==> src/rtl/serial_mag_comparator_if.sv <==
// Operand/result bundle for serial_mag_comparator.
// The master side drives the start request and operands. The slave side returns status and the registered result.
interface serial_mag_comparator_if #(
  parameter int N = 8
);
  logic         start;
  logic [N-1:0] A;
  logic [N-1:0] B;
  logic         busy;
  logic         done;
  logic         AgtB;
  logic         AeqB;
  logic         AltB;

  modport master (
    output start, A, B,
    input  busy, done, AgtB, AeqB, AltB
  );

  modport slave (
    input  start, A, B,
    output busy, done, AgtB, AeqB, AltB
  );
endinterface

==> src/rtl/serial_mag_comparator.sv <==
// Bit-serial MSB-first magnitude comparator: one bit pair per clock, registered one-hot result.
// Optional macro SERIAL_CMP_EARLY_EXIT_EN ends a comparison on the first differing bit.
module serial_mag_comparator #(
  parameter int N = 8
) (
  input  logic                    clk,
  input  logic                    rst_n,
  serial_mag_comparator_if.slave  bus
);

  localparam int CW = $clog2(N + 1);

  typedef enum logic [1:0] {
    IDLE    = 2'd0,
    COMPARE = 2'd1,
    DONE    = 2'd2
  } state_t;

  // pq cell state of the iterative comparator network; 00 never occurs
  localparam logic [1:0] PQ_EQ = 2'b01;
  localparam logic [1:0] PQ_GT = 2'b11;
  localparam logic [1:0] PQ_LT = 2'b10;

  state_t         state, state_nxt;
  logic [1:0]     pq, pq_nxt;
  logic [CW-1:0]  cnt, cnt_nxt;
  logic [N-1:0]   a_sh, a_nxt;
  logic [N-1:0]   b_sh, b_nxt;
  logic           agt, aeq, alt;
  logic           accept;
  logic           bit_diff;
  logic           last_bit;
  logic           finish;
  logic           res_load;

  always_comb begin
    // NOTE: every signal gets a default first, so no path leaves one unassigned and no latch is inferred.
    state_nxt = state;
    pq_nxt    = pq;
    cnt_nxt   = cnt;
    a_nxt     = a_sh;
    b_nxt     = b_sh;
    res_load  = 1'b0;
    finish    = 1'b0;

    accept   = bus.start && (state != COMPARE);
    bit_diff = a_sh[N-1] ^ b_sh[N-1];
    last_bit = (cnt == CW'(1));

    case (state)
      IDLE, DONE: begin
        if (accept) begin
          a_nxt     = bus.A;
          b_nxt     = bus.B;
          pq_nxt    = PQ_EQ;
          cnt_nxt   = CW'(N);
          state_nxt = COMPARE;
        end else begin
          state_nxt = IDLE;
        end
      end

      COMPARE: begin
        // The first differing bit settles the result; later bits cannot change it.
        if (pq == PQ_EQ && bit_diff)
          pq_nxt = a_sh[N-1] ? PQ_GT : PQ_LT;
        a_nxt   = {a_sh[N-2:0], 1'b0};
        b_nxt   = {b_sh[N-2:0], 1'b0};
        cnt_nxt = cnt - CW'(1);
`ifdef SERIAL_CMP_EARLY_EXIT_EN
        finish = last_bit || (pq == PQ_EQ && bit_diff);
`else
        finish = last_bit;
`endif
        if (finish) begin
          state_nxt = DONE;
          res_load  = 1'b1;
        end
      end

      default: state_nxt = IDLE;
    endcase
  end

  always_ff @(posedge clk or negedge rst_n) begin
    if (!rst_n) begin
      state <= IDLE;
      pq    <= PQ_EQ;
      cnt   <= '0;
      a_sh  <= '0;
      b_sh  <= '0;
      agt   <= 1'b0;
      aeq   <= 1'b1;
      alt   <= 1'b0;
    end else begin
      // NOTE: all state updates use non-blocking assignments, so every register samples the values from before this edge.
      state <= state_nxt;
      pq    <= pq_nxt;
      cnt   <= cnt_nxt;
      a_sh  <= a_nxt;
      b_sh  <= b_nxt;
      if (res_load) begin
        agt <= (pq_nxt == PQ_GT);
        aeq <= (pq_nxt == PQ_EQ);
        alt <= (pq_nxt == PQ_LT);
      end
    end
  end

  // DONE never lasts longer than one cycle, so the state alone forms the pulse.
  assign bus.busy = (state == COMPARE);
  assign bus.done = (state == DONE);
  assign bus.AgtB = agt;
  assign bus.AeqB = aeq;
  assign bus.AltB = alt;

endmodule

==> src/flat_wrapper.sv <==
// flat-port wrapper written by rule: the top's interface ports become plain ports
module serial_mag_comparator_flat 
#(
  parameter int N = 8
)
  (clk, rst_n, bus_start, bus_A, bus_B, bus_busy, bus_done, bus_AgtB, bus_AeqB, bus_AltB);
  serial_mag_comparator_if #(.N(N)) bus_i ();
  input  logic clk;
  input  logic rst_n;
  input wire logic [$bits(bus_i.start)-1:0] bus_start;
  input wire logic [$bits(bus_i.A)-1:0] bus_A;
  input wire logic [$bits(bus_i.B)-1:0] bus_B;
  output wire logic [$bits(bus_i.busy)-1:0] bus_busy;
  output wire logic [$bits(bus_i.done)-1:0] bus_done;
  output wire logic [$bits(bus_i.AgtB)-1:0] bus_AgtB;
  output wire logic [$bits(bus_i.AeqB)-1:0] bus_AeqB;
  output wire logic [$bits(bus_i.AltB)-1:0] bus_AltB;
  assign bus_i.start = bus_start;
  assign bus_i.A = bus_A;
  assign bus_i.B = bus_B;
  assign bus_busy = bus_i.busy;
  assign bus_done = bus_i.done;
  assign bus_AgtB = bus_i.AgtB;
  assign bus_AeqB = bus_i.AeqB;
  assign bus_AltB = bus_i.AltB;
  serial_mag_comparator #(.N(N)) u_core (.clk(clk), .rst_n(rst_n), .bus(bus_i));
endmodule
==> config.mk <==
export PLATFORM = sky130hd
export DESIGN_NAME = serial_mag_comparator_flat
export DESIGN_NICKNAME = d
export VERILOG_FILES = /design/src/rtl/serial_mag_comparator_if.sv /design/src/rtl/serial_mag_comparator.sv /design/src/flat_wrapper.sv
export SDC_FILE = /design/constraint.sdc
export NUM_CORES = 1
export LEC_CHECK = 0
export ABC_AREA = 1
export CORE_ASPECT_RATIO = 0.6
export CORE_MARGIN = 10
export CORE_UTILIZATION = 35
export CTS_CLUSTER_SIZE = 30
export DETAILED_ROUTE_END_ITERATION = 12
export MAX_ROUTING_LAYER = met4
export PLACE_DENSITY = 0.54
export SLEW_MARGIN = 15
export SYNTH_ARGS = -nofsm -noshare
export SYNTH_HDL_FRONTEND = slang
export SYNTH_SLANG_ARGS = --single-unit
==> constraint.sdc <==
create_clock -name clk -period 3.71 [get_ports clk]
set_input_delay 0.5565 -clock clk [delete_from_list [all_inputs] [get_ports clk]]
set_output_delay 0.5565 -clock clk [all_outputs]
set_load 0.01 [all_outputs]
## Yosys cells after proc, flatten, opt, wreduce, memory -nomap -nowiden

Index checks and enable logic that the tools add are counted.

| storage, ports and cells | value |
|---|---|
| output and inout port bits | 5 |
| logic and storage cells | 41 |
| register bits | 27 |
| bits of input ports | 19 |

| cells by class | value |
|---|---|
| reduce and logical (&&, ||, !) cells | 6 |
| bitwise logic cells | 1 |
| $add $sub $neg | 1 |
| mux-type cells | 15 |
| eq/ne operators | 10 |

Operators with widths:

| cell | count |
|---|---|
| $pmux 8 s2 | 2 |
| $mux 8 | 2 |
| $pmux 2 s2 | 2 |
| $pmux 4 s2 | 1 |
| $eq 2x1->1 const B | 3 |
| $eq 2x2->1 const B | 3 |
| $mux 2 | 3 |
| $ne 2x1->1 const B | 3 |
| $eq 4x1->1 const B | 1 |
| $mux 1 | 4 |
| $mux 4 | 1 |
| $sub 4x1->4 const B | 1 |
| $logic_and 1x1->1 | 2 |
| $logic_not 2->1 | 1 |
| $reduce_and 2->1 | 1 |
| $reduce_bool 2->1 | 1 |
| $reduce_or 2->1 | 1 |
| $xor 1x1->1 | 1 |

## Depth between registers and ports, before layout

| depth | value |
|---|---|
| depth in word-level cells | 5 |
| gate-level depth with buffers | 9 |
| mapped depth without buffers | 8 |

## Worst setup path after synthesis

Ideal clock, no wire load.

| path | value |
|---|---|
| path kind | input -> register |
| start point | input port bus_start |
| end point | register u_core.a_sh[7] |
| setup time | 0.137 ns |
| stages | 5 |
| buffers on the path | 2 |
| slack | 2.371 ns |
| arrival | 1.202 ns |
| data required time | 3.573 ns |
| path through | buf_2 nand2_4 nand2_4 buf_2 o221ai_1 |

| on the way | value |
|---|---|
| word-level cells in the longest chain between the ends | 3 |

RTL lines:

| what | line | text |
|---|---|---|
| from (decl) | flat_wrapper.sv:10 | `input wire logic [$bits(bus_i.start)-1:0] bus_start;` |
| $logic_and 1x1->1 | serial_mag_comparator.sv:46 | `accept = bus.start && (state != COMPARE);` |
| $ne 2x1->1 (no source line) | - |  |
| $reduce_and 2->1 (no source line) | - |  |
| to (signal assigned) | serial_mag_comparator.sv:100 | `a_sh <= a_nxt;` |
| to (decl) | serial_mag_comparator.sv:27 | `logic [N-1:0] a_sh, a_nxt;` |

No other way between the ends.
A chain may end at the register's enable or synchronous reset.

## Final worst setup path

| path | value |
|---|---|
| start point | register u_core.state[0] |
| end point | output port bus_busy |

| on the way | value |
|---|---|
| word-level cells in the longest chain between the ends | 1 |

RTL lines:

| what | line | text |
|---|---|---|
| from (decl) | serial_mag_comparator.sv:24 | `state_t state, state_nxt;` |
| from (signal assigned) | serial_mag_comparator.sv:97 | `state <= state_nxt;` |
| $eq 2x1->1 | serial_mag_comparator.sv:111 | `assign bus.busy = (state == COMPARE);` |
| to (decl) | flat_wrapper.sv:13 | `output wire logic [$bits(bus_i.busy)-1:0] bus_busy;` |

No other way between the ends.

==> impl_metrics.json <==
{
  "outcome": "complete, no violations",
  "final.setup.tns_ns": 0,
  "io_pins": 24,
  "synth_nets": 158,
  "cts_tree": "yes",
  "dp_hpwl_mm": 2.08,
  "synthTopCellsByArea": "dfrtp_1 49%, nand3_1 9.1%, o221ai_1 8.3%",
  "p_int_uw": 714,
  "yosysSeqAreaShare": 0.536,
  "fin_crit_sh": 0.595,
  "viasPerCell": 4.94,
  "antenna_found_initial": 0,
  "synth_top_area_cell": "dfrtp_1",
  "multi_input_area_um2": 458,
  "cts.htree.levels": 1,
  "ys_warn_count": 0,
  "worst_pin_slew_ns": 0.682,
  "fin_hold_ws_ns": 0.466,
  "gr-total-overflow": 0,
  "route.detailed.drc": 0,
  "grt_usage": 0.0949,
  "chipHeight_um": 66.6,
  "hold_path.class": "reg2reg",
  "synthCells": 137,
  "placement_rows": 16,
  "die_x_um": 97.7,
  "p_clk_frac": 0.137,
  "relSlewSlack": 0.544,
  "cpMaxStageDelayCell": "clkdlybuf4s50_1",
  "rsz0062_at_grt": "false",
  "cts_hold_buf": 0,
  "power.leakage_uw": 0.000726,
  "critical_path.max_stage_delay_ns": 0.58,
  "post_cts_buffers": 0,
  "synth_top_area_share": 0.494,
  "start_util": 0.376,
  "fmax_ghz": 0.453,
  "n_fill_cell": 328,
  "combPwrFrac": 0.452,
  "core_area_um2": 3360,
  "ir_drop_mv": 0.292,
  "grt_max_degree": 28,
  "grt_pass1_vias": 1032,
  "yosysUniqueCellTypes": 23,
  "cts_sinks": 27,
  "endpoint_kind": "primary output",
  "clkTransAtPathRegs_ns": 0.09,
  "cts_buffer_depth": 2,
  "fin_worst_skew_ns": 0.00117,
  "crit_fanout": 18,
  "clk_latency_ns": 0.27,
  "cts_buffers": 3,
  "wire_per_inst_um": 13.7,
  "holdPathStages": 2,
  "hold_viol_final": 0,
  "critPathLaunchType": "register",
  "root_buffer": "clkbuf_8",
  "setup_viol": 0,
  "worst-r2r-cell-count": 7,
  "wirelength_mm": 2.80,
  "grt_pass1_wl_mm": 5.02,
  "ys_ff_latch": 27,
  "post-route-min-period_ns": 2.21,
  "fin_nets": 181,
  "num_vias": 1008,
  "gp_congestion": 0.784,
  "synth_area_um2": 1270,
  "switching_share": 0.399,
  "power_switching_uw": 474,
  "syn-mean-instance-area_um2": 9.24,
  "n_antenna_cell": 0,
  "power.total_uw": 1190,
  "worst-endpoint-required_ns": 3.15,
  "die_area_um2": 6500,
  "crit_type": "reg2out",
  "drtIter0Drc": 43,
  "seq_area_um2": 678,
  "areaGrowthSynthToFinish_pct": 23.9,
  "arrival_ns": 1.65,
  "drive_gt1_frac": 0.0881,
  "cp_cell_sequence": "inv_2 > nor2_4 > clkdlybuf4s50_1",
  "pwr-share-seq": 0.412,
  "ant_nets": 0,
  "drv_slew": 0,
  "io_buffer_count": 23,
  "cts_resized": 0,
  "maxCapViolCount": 0,
  "powerDensity_nw_per_um2": 757,
  "dr.pass1.iters": 4
}
path summary, 6_finish.rpt:
path / startpoint / end / slack [ns]
worst min register to register: u_core.bus.AeqB / u_core.bus.AeqB / 0.47
max in group asynchronous: rst_n / u_core.pq[0] / 2.75
worst min-delay path: u_core.bus.AeqB / u_core.bus.AeqB / 0.47
worst max register to register: u_core.state[0] / u_core.bus.AgtB / 2.33
min in group asynchronous: rst_n / u_core.b_sh[2] / 0.65
worst max-delay path: u_core.state[0] / bus_busy / 1.50
kinds of logic after synthesis:
kind of cell    count (synthesis)  synth area share
flops                          27             0.536
xor+xnor                        1           0.00692
fa+ha+maj                       2            0.0198
buf+inv                        31             0.103
simple gates                   57             0.218
compound gates                 19             0.117
metal layers:
metal	part of all wire	vias to the layer above	global-route usage	wire, µm
met4	0.0061	0	0.0217	17
met3	0.048	2	0.0319	134
li1	-	504	-	-
met5	0	-	-	0
met2	0.45	20	0.150	1250
met1	0.50	482	0.115	1390
metrics by stage:
| step | instance area (µm²) | setup WS (ns) | utilization | std cells |
|---|---|---|---|---|
| global route | 1570 | 1.39 | 0.467 | 204 |
| global placement | 1520 | 1.56 | 0.453 | 200 |
| finish | 1570 | 1.50 | 0.467 | 204 |
| detailed placement | 1520 | 1.54 | 0.453 | 200 |
| floorplan | 1270 | 2.37 | - | 137 |
| CTS | 1570 | 1.49 | 0.467 | 204 |
synthesized netlist by cell type:
cell type and count:
o221ai_1 12, nor2_2 1, o22ai_1 2, dfrtp_1 25, inv_2 3, buf_6 1
nand2_1 23, dfstp_2 2, clkbuf_1 2, ha_1 2, nor2_1 3, nor2_4 1
nand3_1 23, buf_2 2, inv_1 22, buf_4 1, o211ai_1 2, nor3_1 1
nand2_4 2, nand4_1 2, xnor2_1 1, nand2_2 1, o21ai_1 3
registers in the layout, indices dropped and copies added (netlist names):
| name | count |
|---|---|
| u_core.bus.AltB | 1 |
| u_core.bus.AgtB | 1 |
| u_core.cnt | 4 |
| u_core.state | 2 |
| u_core.a_sh | 8 |
| u_core.b_sh | 8 |
| u_core.pq | 2 |
| u_core.bus.AeqB | 1 |
cell usage in the layout, fill, tap and decap left out:
master            n
dfrtp_1          25
nand2_1          23
nand3_1          23
clkdlybuf4s50_1  23
inv_1            22
o221ai_1         12
inv_2             3
nor2_1            3
o21ai_1           3
clkbuf_8          3
nand2_4           2
o22ai_1           2
o211ai_1          2
nand4_1           2
ha_1              2
dfstp_2           2
nor2_4            1
nand2_2           1
xnor2_1           1
nor2_2            1
nor3_1            1
clkbuf_1          1
buf_4             1
layout make-up:
type,instances,share of cell area
flip-flops and latches,27,0.432
inverters,25,0.0598
multi-input cells,79,0.292
well taps,45,0.0359
repair buffers,24,0.152
clock buffers,4,0.0287
power groups by stage:
stage / Combinational (µW) / Clock (µW) / Sequential (µW)
after floorplan: 402 / 0 / 490
after global placement: 530 / 0 / 490
after detailed placement: 540 / 0 / 496
after CTS: 542 / 172 / 489
after global routing: 619 / 186 / 505
final: 537 / 162 / 489
critical path: cells and delay by family, from the launching register on:
kind,cells,cell delay (ns)
DFF,1,0.40
buffers and inverters,2,0.75
and+or+nand+nor,1,0.23
No activity file was read; power rests on OpenSTA's default activity.
